===== config.mk =====
export PLATFORM = sky130hd
export DESIGN_NAME = int_ctrl_flat
export DESIGN_NICKNAME = d
export VERILOG_FILES = /design/src/rtl/int_ctrl_if.sv /design/src/rtl/int_ctrl.sv /design/src/flat_wrapper.sv
export SDC_FILE = /design/constraint.sdc
export NUM_CORES = 1
export LEC_CHECK = 0
export BUFFER_PORTS_ARGS = -buffer_cell sky130_fd_sc_hd__buf_2
export CELL_PAD_IN_SITES_DETAIL_PLACEMENT = 0
export CELL_PAD_IN_SITES_GLOBAL_PLACEMENT = 1
export CORE_MARGIN = 2
export CORE_UTILIZATION = 29
export DETAILED_ROUTE_END_ITERATION = 10
export GPL_TIMING_DRIVEN = 1
export PLACE_DENSITY = 0.72
export SLEW_MARGIN = 20
export SYNTH_ARGS = -nofsm -noshare
export SYNTH_HDL_FRONTEND = slang
export SYNTH_SLANG_ARGS = --single-unit

===== constraint.sdc =====
create_clock -name phi1 -period 1.7 [get_ports phi1]
set_clock_uncertainty 0.05 [all_clocks]
set_input_delay 0.17 -clock phi1 [delete_from_list [all_inputs] [get_ports phi1]]
set_output_delay 0.17 -clock phi1 [all_outputs]
set_load 0.005 [all_outputs]

===== src/rtl/int_ctrl_if.sv =====
// Pin and FSM-facing signal bundle for the 6502C interrupt controller.
// The master side drives pins and FSM handshakes; the slave side is int_ctrl.
interface int_ctrl_if;
    logic        res_n;
    logic        nmi_n;
    logic        irq_n;
    logic        statusI;
    logic        T1now;
    logic        rstHandled;
    logic        nmiHandled;
    logic        irqHandled;
    logic        resPend;
    logic        nmiPend;
    logic        irqPend;
    logic [1:0]  activeInt;
    logic [15:0] vecAddr;

    modport master (
        output res_n, nmi_n, irq_n, statusI, T1now,
        output rstHandled, nmiHandled, irqHandled,
        input  resPend, nmiPend, irqPend, activeInt, vecAddr
    );

    modport slave (
        input  res_n, nmi_n, irq_n, statusI, T1now,
        input  rstHandled, nmiHandled, irqHandled,
        output resPend, nmiPend, irqPend, activeInt, vecAddr
    );
endinterface


===== src/rtl/int_ctrl.sv =====
// Interrupt controller: synchronises RES/NMI/IRQ pins, qualifies them, commits the
// highest-priority request at instruction boundaries and supplies its vector.
module int_ctrl #(
    parameter int unsigned SYNC_STAGES = 2,
    parameter logic [15:0] NMI_VEC     = 16'hFFFA,
    parameter logic [15:0] RES_VEC     = 16'hFFFC,
    parameter logic [15:0] IRQ_VEC     = 16'hFFFE
) (
    input logic      phi1,
    input logic      rst,
    int_ctrl_if.slave bus
);

    typedef enum logic [1:0] {
        INT_NONE = 2'b00,
        INT_IRQ  = 2'b01,
        INT_NMI  = 2'b10,
        INT_RES  = 2'b11
    } intState_t;

    intState_t state, stateNext;

    logic [SYNC_STAGES-1:0] resSync, nmiSync, irqSync;
    logic                   nmiDly;
    logic                   resSn, nmiSn, irqSn, nmiEdge;
    logic                   resPendQ, nmiPendQ, irqPendQ, irqHold;
    logic                   retire;

    assign resSn   = resSync[SYNC_STAGES-1];
    assign nmiSn   = nmiSync[SYNC_STAGES-1];
    assign irqSn   = irqSync[SYNC_STAGES-1];
    assign nmiEdge = nmiDly & ~nmiSn;

    always_ff @(posedge phi1) begin
        if (rst) begin
            resSync <= '1;
            nmiSync <= '1;
            irqSync <= '1;
            nmiDly  <= 1'b1;
        end else begin
            resSync <= {resSync[SYNC_STAGES-2:0], bus.res_n};
            nmiSync <= {nmiSync[SYNC_STAGES-2:0], bus.nmi_n};
            irqSync <= {irqSync[SYNC_STAGES-2:0], bus.irq_n};
            nmiDly  <= nmiSn;
        end
    end

    // A held-low RES keeps resPend set even across rstHandled; an NMI edge beats a
    // same-cycle nmiHandled. irqHold masks IRQ while the I flag write catches up.
    always_ff @(posedge phi1) begin
        if (rst) begin
            resPendQ <= 1'b0;
            nmiPendQ <= 1'b0;
            irqPendQ <= 1'b0;
            irqHold  <= 1'b0;
        end else begin
            if (!resSn)
                resPendQ <= 1'b1;
            else if (bus.rstHandled)
                resPendQ <= 1'b0;

            if (nmiEdge)
                nmiPendQ <= 1'b1;
            else if (bus.nmiHandled)
                nmiPendQ <= 1'b0;

            irqPendQ <= ~irqSn & ~bus.statusI & ~irqHold;
            irqHold  <= bus.irqHandled;
        end
    end

    always_ff @(posedge phi1) begin
        if (rst)
            state <= INT_NONE;
        else
            state <= stateNext;
    end

    always_comb begin
        retire = 1'b0;
        case (state)
            INT_RES:  retire = bus.rstHandled;
            INT_NMI:  retire = bus.nmiHandled;
            INT_IRQ:  retire = bus.irqHandled;
            default:  retire = 1'b0;
        endcase
    end

    // Retire takes precedence over a same-edge commit; the commit waits for the next T1now.
    always_comb begin
        stateNext = state;
        if (retire) begin
            stateNext = INT_NONE;
        end else if (bus.T1now && state == INT_NONE) begin
            if (resPendQ)
                stateNext = INT_RES;
            else if (nmiPendQ)
                stateNext = INT_NMI;
            else if (irqPendQ)
                stateNext = INT_IRQ;
            else
                stateNext = INT_NONE;
        end
    end

    always_comb begin
        case (state)
            INT_RES: bus.vecAddr = RES_VEC;
            INT_NMI: bus.vecAddr = NMI_VEC;
            default: bus.vecAddr = IRQ_VEC;
        endcase
    end

    assign bus.resPend   = resPendQ;
    assign bus.nmiPend   = nmiPendQ;
    assign bus.irqPend   = irqPendQ;
    assign bus.activeInt = state;

endmodule

===== src/flat_wrapper.sv =====
// flat-port wrapper written by rule: the top's interface ports become plain ports
module int_ctrl_flat 
#(
    parameter int unsigned SYNC_STAGES = 2,
    parameter logic [15:0] NMI_VEC     = 16'hFFFA,
    parameter logic [15:0] RES_VEC     = 16'hFFFC,
    parameter logic [15:0] IRQ_VEC     = 16'hFFFE
)
  (phi1, rst, bus_res_n, bus_nmi_n, bus_irq_n, bus_statusI, bus_T1now, bus_rstHandled, bus_nmiHandled, bus_irqHandled, bus_resPend, bus_nmiPend, bus_irqPend, bus_activeInt, bus_vecAddr);
  int_ctrl_if bus_i ();
  input logic phi1;
  input logic rst;
  input wire logic [$bits(bus_i.res_n)-1:0] bus_res_n;
  input wire logic [$bits(bus_i.nmi_n)-1:0] bus_nmi_n;
  input wire logic [$bits(bus_i.irq_n)-1:0] bus_irq_n;
  input wire logic [$bits(bus_i.statusI)-1:0] bus_statusI;
  input wire logic [$bits(bus_i.T1now)-1:0] bus_T1now;
  input wire logic [$bits(bus_i.rstHandled)-1:0] bus_rstHandled;
  input wire logic [$bits(bus_i.nmiHandled)-1:0] bus_nmiHandled;
  input wire logic [$bits(bus_i.irqHandled)-1:0] bus_irqHandled;
  output wire logic [$bits(bus_i.resPend)-1:0] bus_resPend;
  output wire logic [$bits(bus_i.nmiPend)-1:0] bus_nmiPend;
  output wire logic [$bits(bus_i.irqPend)-1:0] bus_irqPend;
  output wire logic [$bits(bus_i.activeInt)-1:0] bus_activeInt;
  output wire logic [$bits(bus_i.vecAddr)-1:0] bus_vecAddr;
  assign bus_i.res_n = bus_res_n;
  assign bus_i.nmi_n = bus_nmi_n;
  assign bus_i.irq_n = bus_irq_n;
  assign bus_i.statusI = bus_statusI;
  assign bus_i.T1now = bus_T1now;
  assign bus_i.rstHandled = bus_rstHandled;
  assign bus_i.nmiHandled = bus_nmiHandled;
  assign bus_i.irqHandled = bus_irqHandled;
  assign bus_resPend = bus_i.resPend;
  assign bus_nmiPend = bus_i.nmiPend;
  assign bus_irqPend = bus_i.irqPend;
  assign bus_activeInt = bus_i.activeInt;
  assign bus_vecAddr = bus_i.vecAddr;
  int_ctrl #(.SYNC_STAGES(SYNC_STAGES), .NMI_VEC(NMI_VEC), .RES_VEC(RES_VEC), .IRQ_VEC(IRQ_VEC)) u_core (.phi1(phi1), .rst(rst), .bus(bus_i));
endmodule

==> results.py, run 1 <==
metrics = {
    "run_status": {
        "status": "finished clean",
    },
    "cts": {
        "cts.repair.resized": 0,
        "hold_buffers": 0,
        "cts.path.max_buffers": 2,
        "cts_buffers": 3,
        "clock_latency_ns": 0.27,
        "postCtsSetupBuffers": 0,
        "clock_sinks": 13,
        "cts_max_level": 1,
        "clock-root-buffer": "clkbuf_4",
        "clk_pin_slew_worst_paths_ns": 0.08,
        "cts_tree": "yes",
    },
    "synth": {
        "synthCells": 56,
        "yosysSeqAreaShare_pct": 47.4,
        "synthMuxAreaShare_pct": 2.73,
        "synth_fa_ha_area_share_pct": 0,
        "synthArstFlopShare_pct": 0,
        "yosys.area_share.simple_pct": 17.3,
        "synth_area_leader_cell": "dfxtp_1",
        "syn_avg_cell_area_um2": 9.81,
        "yosys_warnings": 0,
        "synth_edf_count": 0,
        "yosysUniqueCellTypes": 15,
        "yosysTopAreaCellShare_pct": 47.4,
        "synth-compound-area-share_pct": 10.0,
        "synth_area_um2": 549,
        "synth-xor-area-share_pct": 0,
        "synthFlopType": "dfxtp_1",
        "synth.top_cells.by_count": "buf_4, dfxtp_1, or2_2",
        "synth.most_common_cell": "buf_4",
        "synth_top_family_by_area": "buffers and inverters",
        "synth-seq-cells": 13,
        "synth.area.top_cells": "dfxtp_1, buf_4, or2_2",
    },
    "power_and_ir_drop": {
        "clkPwrFrac_pct": 33.5,
        "internal_power_w": 0.000433,
        "combPwrFrac_pct": 8.7,
        "power_density_nw_per_um2": 901,
        "ir_worst_vdd_v": 0.000629,
        "p_leak_nw": 0.286,
        "seqPwrFrac_pct": 57.7,
        "sw_frac_of_total_pct": 22.8,
        "p_sw_w": 0.000128,
    },
    "cells_and_area": {
        "final_nets": 84,
        "area_growth_pct": 13.4,
        "nFillCells": 206,
        "drive_above_1_share_pct": 38.4,
        "n_antenna_cell": 0,
    },
    "placement": {
        "globalplace.congestion": 0.684,
        "port_buffers": 16,
        "dp_hpwl_um": 631,
    },
    "grt": {
        "gr-total-overflow": 0,
        "grt_use_total_pct": 8.73,
        "grt_pass1_wl_um": 1280,
        "antenna_found_initial": 0,
        "grt_max_degree": 13,
        "grt_pass1_vias": 321,
    },
    "timing": {
        "fin_hold_ws_ns": 0.00694,
        "final.setup.tns_ns": 0,
        "setup_violations": 0,
        "hold_viol": 0,
        "max_freq_mhz": 775,
        "fin_crit_ns": 1.29,
        "drv_slew": 0,
        "min_period_over_period_pct": 75.9,
        "rsz0062_at_grt": "false",
    },
    "detailed_routing": {
        "vias": 363,
        "totalWireLength_um": 805,
        "wl_per_cell_um": 8.21,
        "drc": 0,
        "first_pass_iters": 2,
        "first_iter_violations": 3,
        "via_per_inst": 3.70,
        "antenna_left": 0,
    },
    "flow_run": {
        "max_cap_violations": 0,
    },
    "worst_setup_path": {
        "endpoint_kind": "flop",
        "path_cells": "mux2_4 > a221oi_2 > a21boi_1",
        "slowest_stage": "dfxtp_1",
        "cpPeakStageDelay_ns": 0.40,
        "path_max_fanout": 5,
        "arrival_ns": 1.45,
        "worst-path-buf-inv": 0,
        "crit_required_ns": 1.86,
        "cp_top_family": "compound AO/OA/AOI/OAI gates",
        "cp-start-kind": "flop",
        "path_class": "flop to flop",
    },
    "floorplan": {
        "core_um2": 1750,
        "rows": 15,
        "start_util_pct": 31.5,
        "die_h_um": 47.5,
        "dieArea_um2": 2260,
        "io-pin-count": 31,
        "fp.dieW_um": 47.5,
    },
    "min_path": {
        "min_path_type": "primary input to flop",
    },
}
## per-layer routing
layer	up-vias	GRT usage, %	part of all wire (%)
met3	0	7.17	15
met2	22	13.5	44
li1	183	-	-
met1	158	8.64	41
met4	0	3.33	0
met5	-	0	0
## worst paths after layout
| kind | end | cells after the start | slack (ns) | start |
|---|---|---|---|---|
| setup / recovery | u_core.bus.activeInt[1] | 3 | 0.41 | u_core.bus.activeInt[0] |
| hold / removal | u_core.bus.irqPend | 2 | 0.007 | bus_statusI |
| setup reg to reg | u_core.bus.activeInt[1] | 3 | 0.41 | u_core.bus.activeInt[0] |
| hold reg to reg | u_core.bus.irqPend | 1 | 0.34 | u_core.irqSync[1] |
## cell type report
type / count / area (um2) / area share, %
inverters: 2 / 7.51 / 1.20
multi-input cells: 38 / 218 / 34.9
flip-flops and latches: 13 / 260 / 41.8
repair buffers: 16 / 80.1 / 12.9
well taps: 25 / 31.3 / 5.02
clock buffers: 4 / 26.3 / 4.22
## sequential cells by signal, indices dropped and copies added (netlist names)
name and flops:
u_core.nmiDly 1, u_core.bus.resPend 1, u_core.bus.irqPend 1, u_core.bus.nmiPend 1, u_core.bus.activeInt 2, u_core.resSync 2, u_core.irqHold 1, u_core.irqSync 2
u_core.nmiSync 2
## cells in the final DEF, fill, tap and decap left out, types with 2 or more instances in the layout
cell type and count:
buf_2 16, conb_1 14, dfxtp_1 13, or2_2 7, nand2b_1 3, nor2b_1 3, clkbuf_4 3, inv_1 2
nand2_1 2, a21oi_1 2, o211ai_1 2, a21boi_1 2
## worst reg2reg max path, cell delays in order (launching register included)
cell and delay (ns):
dfxtp_1 0.40, mux2_4 0.32, a221oi_2 0.28, a21boi_1 0.18
## cell families after synthesis
group / count (synthesis)
other: 2
muxes: 1
buffers and inverters: 17
DFF: 13
AOI/OAI and AO/OA: 7
and+or+nand+nor: 16
## power groups by stage
stage               combinational, W  sequential (W)  clock (W)
detailed placement         0.0000488        0.000332          0
global placement           0.0000485        0.000331          0
CTS                        0.0000490        0.000324   0.000197
floorplan                  0.0000521        0.000331          0
global route               0.0000577        0.000326   0.000213
finish                     0.0000490        0.000324   0.000188
## per-stage QoR
| step | util, % | total power [W] | instances | worst slack [ns] | area [um2] |
|---|---|---|---|---|---|
| 2_1_floorplan | - | 0.000383 | 68 | 0.467 | 594 |
| 3_3_place_gp | 34.2 | 0.000380 | 94 | 0.460 | 597 |
| 3_5_place_dp | 34.2 | 0.000380 | 94 | 0.412 | 597 |
| 4_1_cts | 35.7 | 0.000571 | 98 | 0.390 | 623 |
| 5_1_grt | 35.7 | 0.000597 | 98 | 0.299 | 623 |
| 6_report | 35.7 | 0.000561 | 98 | 0.409 | 623 |
Note: power is estimated with default switching activity, not from simulation.
==> inputs of run 2 (changes only) <==
--- a/config.mk
+++ b/config.mk
@@ -5,14 +5,15 @@
 export SDC_FILE = /design/constraint.sdc
 export NUM_CORES = 1
 export LEC_CHECK = 0
+export ABC_AREA = 1
 export BUFFER_PORTS_ARGS = -buffer_cell sky130_fd_sc_hd__buf_2
 export CELL_PAD_IN_SITES_DETAIL_PLACEMENT = 0
 export CELL_PAD_IN_SITES_GLOBAL_PLACEMENT = 1
 export CORE_MARGIN = 2
-export CORE_UTILIZATION = 29
+export CORE_UTILIZATION = 25
 export DETAILED_ROUTE_END_ITERATION = 10
 export GPL_TIMING_DRIVEN = 1
-export PLACE_DENSITY = 0.72
+export PLACE_DENSITY = 0.68
 export SLEW_MARGIN = 20
 export SYNTH_ARGS = -nofsm -noshare
 export SYNTH_HDL_FRONTEND = slang
==> constraint.sdc (replaced) <==
create_clock -name phi1 -period 1.16 [get_ports phi1]
set_clock_uncertainty 0.05 [all_clocks]
set_input_delay 0.116 -clock phi1 [delete_from_list [all_inputs] [get_ports phi1]]
set_output_delay 0.116 -clock phi1 [all_outputs]
set_load 0.005 [all_outputs]
==> results.py, run 2 <==
metrics = {
    "floorplan": {
        "io-pin-count": 31,
        "core_um2": 2170,
        "dieArea_um2": 2640,
        "rows": 17,
        "fp.dieW_um": 51.4,
        "start_util_pct": 25.9,
        "die_h_um": 51.4,
    },
    "cells_and_area": {
        "drive_above_1_share_pct": 34.1,
        "nFillCells": 240,
        "layout_common_cells": "buf_2, conb_1, dfxtp_1",
        "final_common_cell": "buf_2",
        "area_growth_pct": 21.4,
        "design_area_um2": 682,
        "n_antenna_cell": 0,
        "final_nets": 102,
    },
    "grt": {
        "grt_pass1_wl_um": 1580,
        "grt_max_degree": 12,
        "grt_use_total_pct": 8.30,
        "grt_pass1_vias": 397,
        "antenna_found_initial": 0,
        "gr-total-overflow": 0,
    },
    "cts": {
        "cts_max_level": 1,
        "clk_pin_slew_worst_paths_ns": 0.08,
        "postCtsSetupBuffers": 0,
        "clock_sinks": 13,
        "cts_buffers": 3,
        "clock-root-buffer": "clkbuf_4",
        "cts.path.max_buffers": 2,
        "cts_tree": "yes",
        "clock_latency_ns": 0.27,
    },
    "power_and_ir_drop": {
        "sw_frac_of_total_pct": 24.6,
        "power_density_nw_per_um2": 1240,
        "p_leak_nw": 0.352,
        "combPwrFrac_pct": 10.5,
        "fin_total_pwr_w": 0.000844,
        "clkPwrFrac_pct": 33.3,
        "seqPwrFrac_pct": 56.3,
        "ir_worst_vdd_v": 0.000676,
        "internal_power_w": 0.000637,
        "p_sw_w": 0.000208,
    },
    "synth": {
        "yosys_warnings": 0,
        "syn_avg_cell_area_um2": 8.03,
        "synth_area_um2": 562,
        "synth_edf_count": 0,
        "synth-seq-cells": 13,
        "synthFlopType": "dfxtp_1",
        "synth.most_common_cell": "buf_4",
        "synthArstFlopShare_pct": 0,
        "synth_area_leader_cell": "dfxtp_1",
        "synth.area.top_cells": "dfxtp_1, buf_4, or2_2",
        "yosysTopAreaCellShare_pct": 46.3,
        "yosysUniqueCellTypes": 15,
        "synthCells": 70,
        "yosysSeqAreaShare_pct": 46.3,
        "synth.top_cells.by_count": "buf_4, dfxtp_1, nand2_1",
    },
    "worst_setup_path": {
        "cp-start-kind": "flop",
        "path_class": "flop to output port",
        "arrival_ns": 0.88,
        "crit_required_ns": 0.99,
        "path_max_fanout": 7,
        "endpoint_kind": "output port",
    },
    "detailed_routing": {
        "first_iter_violations": 11,
        "first_pass_iters": 4,
        "totalWireLength_um": 935,
        "via_per_inst": 3.54,
        "drc": 0,
        "wl_per_cell_um": 7.86,
        "antenna_left": 0,
        "vias": 421,
    },
    "timing": {
        "drv_slew": 0,
        "rsz0062_at_grt": "false",
        "final.setup.tns_ns": 0,
        "hold_viol": 0,
        "setup_violations": 0,
        "fin_crit_ns": 1.05,
        "max_freq_mhz": 955,
        "min_period_over_period_pct": 90.3,
    },
    "placement": {
        "place_area_um2": 612,
        "port_buffers": 16,
        "globalplace.congestion": 0.707,
        "dp_hpwl_um": 696,
    },
    "run_status": {
        "status": "finished clean",
    },
    "flow_run": {
        "max_cap_violations": 0,
    },
    "min_path": {
        "min_path_type": "primary input to flop",
    },
}
==> run 2: cell count changes after synthesis, moves of 2 or more <==
cell / previous run / this run
inv_1: 2 / 7
nor2_1: 0 / 7
nand3_1: 0 / 4
nand2b_1: 3 / 0
o211ai_1: 2 / 0
nor2b_1: 3 / 0
nand2_1: 2 / 8
inv_2: 0 / 2
a21boi_1: 2 / 0
==> run 2: per-stage QoR <==
stage | hold WS [ns] | utilization [%] | worst slack [ns] | std cells
floorplan | 0.142 | - | 0.287 | 82
global placement | 0.238 | 28.2 | 0.244 | 111
finish | 0.0184 | 31.4 | 0.113 | 119
detailed placement | 0.238 | 28.2 | 0.217 | 111
global route | 0.00533 | 31.4 | 0.0478 | 119
CTS | 0.00672 | 31.3 | 0.0152 | 119
==> run 2: cells by family (layout without fill, tap and decap cells) <==
logic type,after synthesis,after routing,synth area share [%]
other,2,14,1.34
AO/OA/AOI/OAI,3,3,3.12
buffers and inverters,24,33,25.6
AND/OR/NAND/NOR,28,28,23.6
flip-flops,13,13,46.3
==> run 2: cell type report <==
type                            instances  area [um2]  share of cell area, %
Inverter                                9        33.8                   4.95
Sequential cell                        13         263                   38.5
Timing Repair Buffer                   20         120                   17.6
Tap cell                               28        35.0                   5.14
Clock buffer                            3        22.5                   3.30
Clock inverter                          1        5.00                  0.734
Multi-Input combinational cell         45         203                   29.7
==> run 2: critical path, stage by stage (launching register included) <==
cell     delay, ns
dfxtp_2       0.40
inv_2         0.06
nand2_1       0.05
buf_2         0.10
==> run 2: timing repair <==
item                                   4_1_cts  5_1_grt
endpoints found under the hold margin        4        0
setup endpoints to repair                    0        2
hold buffers                                 4        0
gates resized for setup                      0        2
==> run 2: final timing paths <==
check                                        startpoint                      end  slack [ns]  depth (start not counted)
worst max-delay path            u_core.bus.activeInt[0]           bus_vecAddr[2]        0.11                          3
worst min-delay path                     bus_irqHandled           u_core.irqHold        0.02                          3
worst max register to register  u_core.bus.activeInt[0]  u_core.bus.activeInt[0]        0.30                          5
worst min register to register           u_core.irqHold       u_core.bus.irqPend        0.33                          1
==> run 2: power by group through the flow <==
stage	sequential, W	combinational [W]	clock (W)
finish	0.000475	0.0000884	0.000281
global route	0.000478	0.000102	0.000318
CTS	0.000474	0.0000884	0.000291
detailed placement	0.000485	0.0000781	0
global placement	0.000484	0.0000773	0
floorplan	0.000484	0.0000812	0
==> run 2: per-layer routing <==
metal / GRT usage, % / up-vias / wire (um)
met5: 0 / - / 0
met3: 4.97 / 0 / 111
met1: 8.96 / 167 / 412
met4: 1.32 / 0 / 0
li1: - / 227 / -
met2: 14.1 / 27 / 411
==> inputs of run 3 (changes only) <==
--- a/config.mk
+++ b/config.mk
@@ -5,15 +5,16 @@
 export SDC_FILE = /design/constraint.sdc
 export NUM_CORES = 1
 export LEC_CHECK = 0
-export ABC_AREA = 1
+export ABC_AREA = 0
 export BUFFER_PORTS_ARGS = -buffer_cell sky130_fd_sc_hd__buf_2
 export CELL_PAD_IN_SITES_DETAIL_PLACEMENT = 0
 export CELL_PAD_IN_SITES_GLOBAL_PLACEMENT = 1
 export CORE_MARGIN = 2
-export CORE_UTILIZATION = 25
+export CORE_UTILIZATION = 26
+export CTS_CLUSTER_SIZE = 10
 export DETAILED_ROUTE_END_ITERATION = 10
 export GPL_TIMING_DRIVEN = 1
-export PLACE_DENSITY = 0.68
+export PLACE_DENSITY = 0.69
 export SLEW_MARGIN = 20
 export SYNTH_ARGS = -nofsm -noshare
 export SYNTH_HDL_FRONTEND = slang
==> results.py, run 3 (synthesis results as in run 1) <==
metrics = {
    "cells_and_area": {
        "final_common_cell": "buf_2",
        "multi_input_area_um2": 236,
        "layout_common_cells": "buf_2, conb_1, dfxtp_1",
        "drive_above_1_share_pct": 42.3,
        "final_cells": 105,
        "final_nets": 89,
        "area_growth_pct": 26.7,
        "n_antenna_cell": 0,
        "seq_area_um2": 262,
        "nFillCells": 216,
        "design_area_um2": 696,
    },
    "cts": {
        "clk_pin_slew_worst_paths_ns": 0.08,
        "cts_max_level": 1,
        "cts_buffers": 3,
        "cts_tree": "yes",
        "clock_latency_ns": 0.27,
        "clock-root-buffer": "clkbuf_4",
        "clock_sinks": 13,
        "cts.path.max_buffers": 2,
        "postCtsSetupBuffers": 0,
    },
    "power_and_ir_drop": {
        "sw_frac_of_total_pct": 23.0,
        "ir_worst_vdd_v": 0.000742,
        "internal_power_w": 0.000649,
        "seqPwrFrac_pct": 56.4,
        "p_sw_w": 0.000194,
        "power_density_nw_per_um2": 1210,
        "p_leak_nw": 0.310,
        "combPwrFrac_pct": 11.1,
        "clkPwrFrac_pct": 32.5,
    },
    "worst_setup_path": {
        "arrival_ns": 1.35,
        "path_max_fanout": 2,
        "path_class": "flop to flop",
        "endpoint_kind": "flop",
        "crit_required_ns": 1.32,
        "cp-start-kind": "flop",
    },
    "grt": {
        "grt_pass1_vias": 338,
        "antenna_found_initial": 0,
        "grt_use_total_pct": 7.16,
        "grt_pass1_wl_um": 1320,
        "grt_max_degree": 13,
        "gr-total-overflow": 0,
    },
    "detailed_routing": {
        "drc": 0,
        "via_per_inst": 3.57,
        "wl_per_cell_um": 8.52,
        "antenna_left": 0,
        "totalWireLength_um": 895,
        "first_iter_violations": 2,
        "first_pass_iters": 4,
        "vias": 375,
    },
    "floorplan": {
        "die_h_um": 50.0,
        "io-pin-count": 31,
        "rows": 16,
        "core_um2": 1980,
        "start_util_pct": 27.7,
        "dieArea_um2": 2500,
        "fp.dieW_um": 50.0,
    },
    "placement": {
        "globalplace.congestion": 0.768,
        "post-place-cells": 97,
        "place_area_um2": 608,
        "dp_hpwl_um": 633,
        "port_buffers": 16,
    },
    "timing": {
        "max_freq_mhz": 839,
        "final.setup.tns_ns": -0.0587,
        "drv_slew": 0,
        "fin_crit_ns": 1.19,
        "setup_violations": 2,
        "min_period_over_period_pct": 103,
        "hold_viol": 0,
        "rsz0062_at_grt": "true",
        "setup_slack_ns": -0.0321,
    },
    "min_path": {
        "min_path_type": "primary input to flop",
    },
    "run_status": {
        "violations": "negative setup slack",
        "status": "finished, violations left",
    },
    "flow_run": {
        "max_cap_violations": 0,
    },
}
run 3: cell types whose count changed in the layout (fill, tap and decap cells not counted), sizes merged, moves of 2 or more:
cell,before,now
a21boi,0,2
inv,9,2
nand2,8,2
nand2b,0,3
nand3,4,0
nor2,7,0
nor2b,0,3
o211ai,0,2
run 3: worst paths after layout:
path / endpoint / start / depth (start not counted) / slack, ns
worst max-delay path: u_core.bus.activeInt[0] / u_core.bus.activeInt[0] / 3 / -0.03
worst min-delay path: u_core.bus.nmiPend / bus_nmiHandled / 3 / 0.07
worst max register to register: u_core.bus.activeInt[0] / u_core.bus.activeInt[0] / 3 / -0.03
worst min register to register: u_core.bus.irqPend / u_core.irqSync[1] / 1 / 0.34
run 3: through the flow:
stage / total power [W] / utilization, % / hold WS [ns] / setup WS (ns)
after floorplan: 0.000561 / - / 0.138 / -0.00595
after global placement: 0.000559 / 30.7 / 0.241 / 0.0111
after detailed placement: 0.000560 / 30.7 / 0.245 / -0.0157
after CTS: 0.000848 / 34.4 / 0.0631 / -0.0226
after global routing: 0.000883 / 35.1 / 0.0818 / -0.101
final: 0.000843 / 35.1 / 0.0689 / -0.0321
run 3: cell type report:
| class | count | share of cell area, % |
|---|---|---|
| multi-input cells | 38 | 34.0 |
| flip-flops and latches | 13 | 37.6 |
| inverters | 2 | 1.44 |
| repair buffers | 21 | 18.3 |
| well taps | 27 | 4.86 |
| clock buffers | 4 | 3.78 |
run 3: routing by layer:
| layer | vias up | global-route usage (%) | part of all wire, % |
|---|---|---|---|
| met5 | - | 0 | 0 |
| met3 | 0 | 2.12 | 6.7 |
| met2 | 17 | 12.2 | 51 |
| li1 | 194 | - | - |
| met4 | 0 | 5.56 | 0 |
| met1 | 164 | 7.22 | 42 |
run 3: critical path: stages, from the launching register on:
cell      delay, ns
dfxtp_2        0.34
mux2_4         0.31
a221oi_4       0.25
a21boi_2       0.18
run 3: power by group through the flow:
stage               Clock, W  Sequential [W]  Combinational, W
floorplan                  0        0.000485         0.0000763
global placement           0        0.000485         0.0000738
detailed placement         0        0.000485         0.0000746
CTS                 0.000286        0.000475         0.0000875
global route        0.000300        0.000478          0.000104
finish              0.000274        0.000475         0.0000935
run 3: timing repair:
item | CTS | global route
gates resized for setup | 3 | 2
hold buffers | 4 | 0
pin swaps | 0 | 0
setup endpoints to repair | 3 | 3
hold endpoints to repair | 4 | 0
